--- src/rtl/xmint_pkg.sv ---
// xmint_pkg: shared defaults, lock state type and pointer helper for the xmint arbiter mux
package xmint_pkg;
  localparam int DefN = 4;
  localparam int DefDataWidth = 8;
  typedef enum logic {UNLOCKED = 1'b0, LOCKED = 1'b1} lock_e;
  function automatic int wrap_inc(input int v, input int n);
    return (v + 1) % n;
  endfunction
endpackage

--- src/rtl/xmint_arb_mux_if.sv ---
// xmint_arb_mux_if: N-channel valid/ready/last/data inputs and the single muxed output beat
interface xmint_arb_mux_if import xmint_pkg::*; #(
  parameter int N = DefN,
  parameter int MuxDataWidth = DefDataWidth
);
  localparam int SelWidth = $clog2(N);
  logic [N-1:0] valid_i;
  logic [N-1:0] ready_o;
  logic [N-1:0] last_i;
  logic [N*MuxDataWidth-1:0] data_i;
  logic valid_o;
  logic ready_i;
  logic last_o;
  logic [MuxDataWidth-1:0] data_o;
  logic [SelWidth-1:0] sel_o;
  modport slave(input valid_i, data_i, last_i, ready_i, output ready_o, valid_o, data_o, last_o, sel_o);
  modport master(output valid_i, data_i, last_i, ready_i, input ready_o, valid_o, data_o, last_o, sel_o);
endinterface

--- src/rtl/xmint_rr_arbiter.sv ---
// xmint_rr_arbiter: first requesting channel at or above ptr, wrapping modulo N
module xmint_rr_arbiter import xmint_pkg::*; #(
  parameter int N = DefN,
  localparam int SelWidth = $clog2(N)
) (
  input  logic [N-1:0]        req,
  input  logic [SelWidth-1:0] ptr,
  output logic [SelWidth-1:0] gnt,
  output logic                gnt_valid
);
  // scan from the farthest offset down so the nearest request is written last
  always_comb begin
    gnt = '0;
    gnt_valid = 1'b0;
    for (int i = N - 1; i >= 0; i--) begin
      if (req[(int'(ptr) + i) % N]) begin
        gnt = SelWidth'((int'(ptr) + i) % N);
        gnt_valid = 1'b1;
      end
    end
  end
endmodule

--- src/rtl/xmint_arb_mux.sv ---
// xmint_arb_mux: packet-locked round-robin N:1 mux with a single registered output stage
module xmint_arb_mux import xmint_pkg::*; #(
  parameter int N = DefN,
  parameter int MuxDataWidth = DefDataWidth
) (
  input logic clk_i,
  input logic rst_ni,
  xmint_arb_mux_if.slave bus
);
  localparam int SelWidth = $clog2(N);
  lock_e state, state_nxt;
  logic [SelWidth-1:0] rr_ptr, arb_gnt, grant;
  logic arb_valid, grant_valid, can_load, xfer, last_sel;
  xmint_rr_arbiter #(.N(N)) u_arb (
    .req(bus.valid_i),
    .ptr(rr_ptr),
    .gnt(arb_gnt),
    .gnt_valid(arb_valid)
  );
  // sel_o keeps the last transferred channel, so it doubles as the lock owner
  always_comb begin
    can_load = !bus.valid_o || bus.ready_i;
    grant = (state == LOCKED) ? bus.sel_o : arb_gnt;
    grant_valid = (state == LOCKED) ? bus.valid_i[bus.sel_o] : arb_valid;
    xfer = rst_ni && can_load && grant_valid;
    bus.ready_o = xfer ? N'(1) << grant : '0;
    last_sel = bus.last_i[grant];
    state_nxt = xfer ? (last_sel ? UNLOCKED : LOCKED) : state;
  end
  always_ff @(posedge clk_i or negedge rst_ni) begin
    if (!rst_ni) state <= UNLOCKED;
    else state <= state_nxt;
  end
  always_ff @(posedge clk_i or negedge rst_ni) begin
    if (!rst_ni) begin
      bus.valid_o <= 1'b0;
      bus.data_o <= '0;
      bus.last_o <= 1'b0;
      bus.sel_o <= '0;
      rr_ptr <= '0;
    end else if (xfer) begin
      bus.valid_o <= 1'b1;
      bus.data_o <= bus.data_i[int'(grant) * MuxDataWidth +: MuxDataWidth];
      bus.last_o <= last_sel;
      bus.sel_o <= grant;
      if (last_sel) rr_ptr <= SelWidth'(wrap_inc(int'(grant), N));
    end else if (can_load) begin
      bus.valid_o <= 1'b0;
    end
  end
endmodule

--- src/flat_wrapper.sv ---
// flat-port wrapper written by rule: the top's interface ports become plain ports
module xmint_arb_mux_flat import xmint_pkg::*;
#(
  parameter int N = DefN,
  parameter int MuxDataWidth = DefDataWidth
)
  (clk_i, rst_ni, bus_valid_i, bus_data_i, bus_last_i, bus_ready_i, bus_ready_o, bus_valid_o, bus_data_o, bus_last_o, bus_sel_o);
  xmint_arb_mux_if #(.N(N), .MuxDataWidth(MuxDataWidth)) bus_i ();
  input logic clk_i;
  input logic rst_ni;
  input wire logic [$bits(bus_i.valid_i)-1:0] bus_valid_i;
  input wire logic [$bits(bus_i.data_i)-1:0] bus_data_i;
  input wire logic [$bits(bus_i.last_i)-1:0] bus_last_i;
  input wire logic [$bits(bus_i.ready_i)-1:0] bus_ready_i;
  output wire logic [$bits(bus_i.ready_o)-1:0] bus_ready_o;
  output wire logic [$bits(bus_i.valid_o)-1:0] bus_valid_o;
  output wire logic [$bits(bus_i.data_o)-1:0] bus_data_o;
  output wire logic [$bits(bus_i.last_o)-1:0] bus_last_o;
  output wire logic [$bits(bus_i.sel_o)-1:0] bus_sel_o;
  assign bus_i.valid_i = bus_valid_i;
  assign bus_i.data_i = bus_data_i;
  assign bus_i.last_i = bus_last_i;
  assign bus_i.ready_i = bus_ready_i;
  assign bus_ready_o = bus_i.ready_o;
  assign bus_valid_o = bus_i.valid_o;
  assign bus_data_o = bus_i.data_o;
  assign bus_last_o = bus_i.last_o;
  assign bus_sel_o = bus_i.sel_o;
  xmint_arb_mux #(.N(N), .MuxDataWidth(MuxDataWidth)) u_core (.clk_i(clk_i), .rst_ni(rst_ni), .bus(bus_i));
endmodule
--- config.mk ---
export PLATFORM = sky130hd
export DESIGN_NAME = xmint_arb_mux_flat
export DESIGN_NICKNAME = d
export VERILOG_FILES = /design/src/rtl/xmint_pkg.sv /design/src/rtl/xmint_arb_mux_if.sv /design/src/rtl/xmint_rr_arbiter.sv /design/src/rtl/xmint_arb_mux.sv /design/src/flat_wrapper.sv
export SDC_FILE = /design/constraint.sdc
export NUM_CORES = 1
export LEC_CHECK = 0
export ABC_AREA = 1
export CORE_ASPECT_RATIO = 0.9
export CORE_UTILIZATION = 30
export DETAILED_ROUTE_END_ITERATION = 8
export MAX_ROUTING_LAYER = met4
export PLACE_DENSITY = 0.64
export SLEW_MARGIN = 5
export SYNTH_ARGS = -nofsm -noshare
export SYNTH_HDL_FRONTEND = slang
export SYNTH_SLANG_ARGS = --single-unit
--- constraint.sdc ---
create_clock -name clk_i -period 2.97 [get_ports clk_i]
set_clock_uncertainty 0.2 [all_clocks]
set_input_delay 0.7425 -clock clk_i [delete_from_list [all_inputs] [get_ports clk_i]]
set_output_delay 0.7425 -clock clk_i [all_outputs]
set_load 0.005 [all_outputs]
==> qor.csv <==
stage,metric,value,unit
final_layout,Nets,347,
drt,drt drc,0,
clock_tree,TritonCTS clock tree,built,
sta,slew margin rel.,0.811,
drt,1st-pass router iterations,4,
worst_setup_path,startpoint type of the worst setup path,input pin,
final_layout,"commonest non-fill, non-tap cell in the layout",nand2_1,
worst_setup_path,CP required,2030,ps
drt,via count,1648,
pwr,P_int,1.45,mW
clock_tree,clock root buffer master,clkbuf_8,
logic_synthesis,leading area contributor after synthesis,dfrtp_1,
final_layout,Final Util,0.553,
sta,fmax,0.340,GHz
global_route,grt ovf,0,
min_path,hold path depth,2,
pwr,Net Sw Frac,0.486,
sta,fin crit share,0.991,
pwr,Logic pwr share,0.799,
place,I/O Buffers,58,
clock_tree,"CTS clk-pin slew, worst paths",60,ps
min_path,Hold WC Path Type,flop to flop,
pwr,P_leak,1.20,nW
logic_synthesis,Synth Instances,223,
logic_synthesis,post-synth top area share,0.269,
logic_synthesis,Syn Nets,270,
worst_setup_path,CP Max Fanout,3,
drt,antenna-violating nets left,0,
logic_synthesis,Seq cells post-synth,15,
worst_setup_path,crit path capture,bus_ready_o[0],
global_route,vias in the first global route,1559,
logic_synthesis,Yosys warning count,0,
global_route,first-pass GRT wire length,6740,um
sta,Fin. Hold Viols,0,
run,max-cap violation count,0,
logic_synthesis,dominant cells by area after synthesis,"dfrtp_1 (27%), nand2_1 (20%), inv_1 (9.4%)",
floorplan,Cell Rows,23,
clock_tree,# hold bufs at CTS,0,
sta,Slew Limit Fails,0,
place,Placed Area,2080,sq um
run_status,status,"complete, no violations",
clock_tree,CTS buffer count,3,
worst_setup_path,crit path capture type,output pin,
clock_tree,Clock Sinks,15,
clock_tree,clk_lat worst skew,250,ps
final_layout,fin area,2460,sq um
floorplan,Die Wd,73.9,um
final_layout,Layout Area Growth over Synthesis,76.7,%
pwr,clock power share,0.061,
pwr,Psw,1.37,mW
worst_setup_path,worst reg2reg path startpoint,u_core.rr_ptr[0],
pwr,"IR drop worst, VDD",0.000562,V
sta,min Tclk post-route,2940,ps
worst_setup_path,reg2reg end,u_core.rr_ptr[1],
floorplan,die height,66.7,um
floorplan,core area,4460,sq um
worst_setup_path,critical path data arrival time,2000,ps
clock_tree,Max clock buf depth,2,
pwr,Seq pwr share,0.140,
logic_synthesis,Mapped Avg Cell Area,6.26,sq um
drt,vias per cell,4.57,
drt,initial drt markers,33,
global_route,total track usage,0.183,
place,DPL Wire Length,2970,um
logic_synthesis,sequential cell area fraction in the yosys report,0.269,
global_route,number of antenna violations at the first check in global routing,0,
worst_setup_path,Worst Reg-to-Reg Cells,14,
worst_setup_path,FF-to-FF setup slack,570,ps
floorplan,Initial Util,0.313,
pwr,P per Cell Area,1150,nW/um^2
final_layout,"commonest cells after routing, fill and taps aside","nand2_1 (62), clkdlybuf4s50_1 (50), inv_1 (24)",
final_layout,layout cells sized above 1,0.294,
logic_synthesis,Synth cell types,27,
drt,final wirelength,4400,um
worst_setup_path,crit path from,bus_valid_i[0],
global_route,largest net degree at the start of global routing,22,
logic_synthesis,Post-Synthesis Cell Area,1400,sq um
place,placer's final routability congestion estimate,0.920,
drt,wire length per cell,12.2,um
sta,Least-Margin Pin Slew,283,ps
worst_setup_path,critical path class,input pin to output pin,
floorplan,num ports,59,
final_layout,ANT cells,0,
floorplan,die area,4930,sq um
sta,Setup Viol. Count Final,0,
clock_tree,H-tree Lvls,1,
==> power by group through the flow <==
stage | clock network [mW] | registers, mW | logic (mW)
CTS | 0.173 | 0.382 | 1.92
floorplan | 0 | 0.388 | 1.17
finish | 0.171 | 0.396 | 2.26
global placement | 0 | 0.398 | 1.69
detailed placement | 0 | 0.399 | 1.70
global route | 0.181 | 0.409 | 2.51
==> how the worst min path moves through the flow <==
stage,startpoint,endpoint
final,u_core.bus.data_o[5],u_core.bus.data_o[5]
after global routing,u_core.bus.data_o[5],u_core.bus.data_o[5]
after CTS,u_core.bus.data_o[6],u_core.bus.data_o[6]
after detailed placement,u_core.bus.data_o[5],u_core.bus.data_o[5]
after global placement,u_core.bus.data_o[5],u_core.bus.data_o[5]
after floorplan,rst_ni,u_core.bus.data_o[0]
==> sequential cells by signal (all words and copies together), names as in the netlist <==
signal / cells
u_core.bus.data_o: 8
u_core.bus.last_o: 1
u_core.bus.sel_o: 2
u_core.bus.valid_o: 1
u_core.rr_ptr: 2
u_core.state: 1
==> worst max-delay path, stage by stage <==
cell and delay [ps]:
buf_6 90, inv_2 40, nand2_4 90, nand3_4 80
and3_4 150, o21a_1 210, a21oi_4 200, ha_4 160
inv_2 30, nor2_1 80, buf_2 120
==> metal layers <==
layer  global-route usage  wire length [um]
met1                0.222              1910
met2                0.300              2090
met3               0.0499               315
met4               0.0505                87
met5                    -                 0
==> Yosys cell counts <==
cell type,n
a21oi_1,1
a21oi_2,1
and3_1,1
buf_2,3
buf_4,1
buf_6,5
clkbuf_1,1
dfrtp_1,15
ha_1,4
inv_1,35
inv_2,1
nand2_1,73
nand2_2,3
nand2b_4,1
nand3_1,25
nand3_2,3
nand3b_1,7
nor2_1,20
nor2_2,1
o211ai_1,2
o21a_1,2
o21ai_0,4
o21ai_1,9
o21ai_2,2
o221ai_1,1
or2_2,1
xnor2_1,1
==> per-stage QoR <==
| stage | cells | worst slack [ps] | total power, mW | setup TNS (ps) | hold slack (ps) |
|---|---|---|---|---|---|
| 2_1_floorplan | 223 | 175 | 1.56 | 0 | 247 |
| 3_3_place_gp | 348 | -807 | 2.09 | -3300 | 261 |
| 3_5_place_dp | 348 | -837 | 2.10 | -3200 | 266 |
| 4_1_cts | 357 | 7.00 | 2.48 | 0 | 282 |
| 5_1_grt | 361 | -37.0 | 3.10 | -134 | 297 |
| 6_report | 361 | 25.3 | 2.82 | 0 | 277 |
==> layout make-up <==
class,instances,area (sq um)
multi-input cells,162,1040
flip-flops and latches,15,378
well taps,62,77.6
clock buffers,4,45.0
fillers,417,2000
inverters,36,158
repair buffers,82,766
==> logic make-up after synthesis <==
| group | after synthesis | synth area share |
|---|---|---|
| DFF | 15 | 0.269 |
| xor gates and xnor gates | 1 | 0.00628 |
| AOI/OAI and AO/OA | 22 | 0.0969 |
| and+or+nand+nor | 135 | 0.436 |
| adders and majority gates | 4 | 0.0359 |
| buffers and inverters | 46 | 0.156 |
==> repair_timing <==
item                       4_1_cts  5_1_grt
pin swaps                       25       27
setup buffers                    5        4
cloned                           0        0
gates resized for setup         61       53
setup endpoints to repair        4        4
Power figures use the tool's default switching activity.
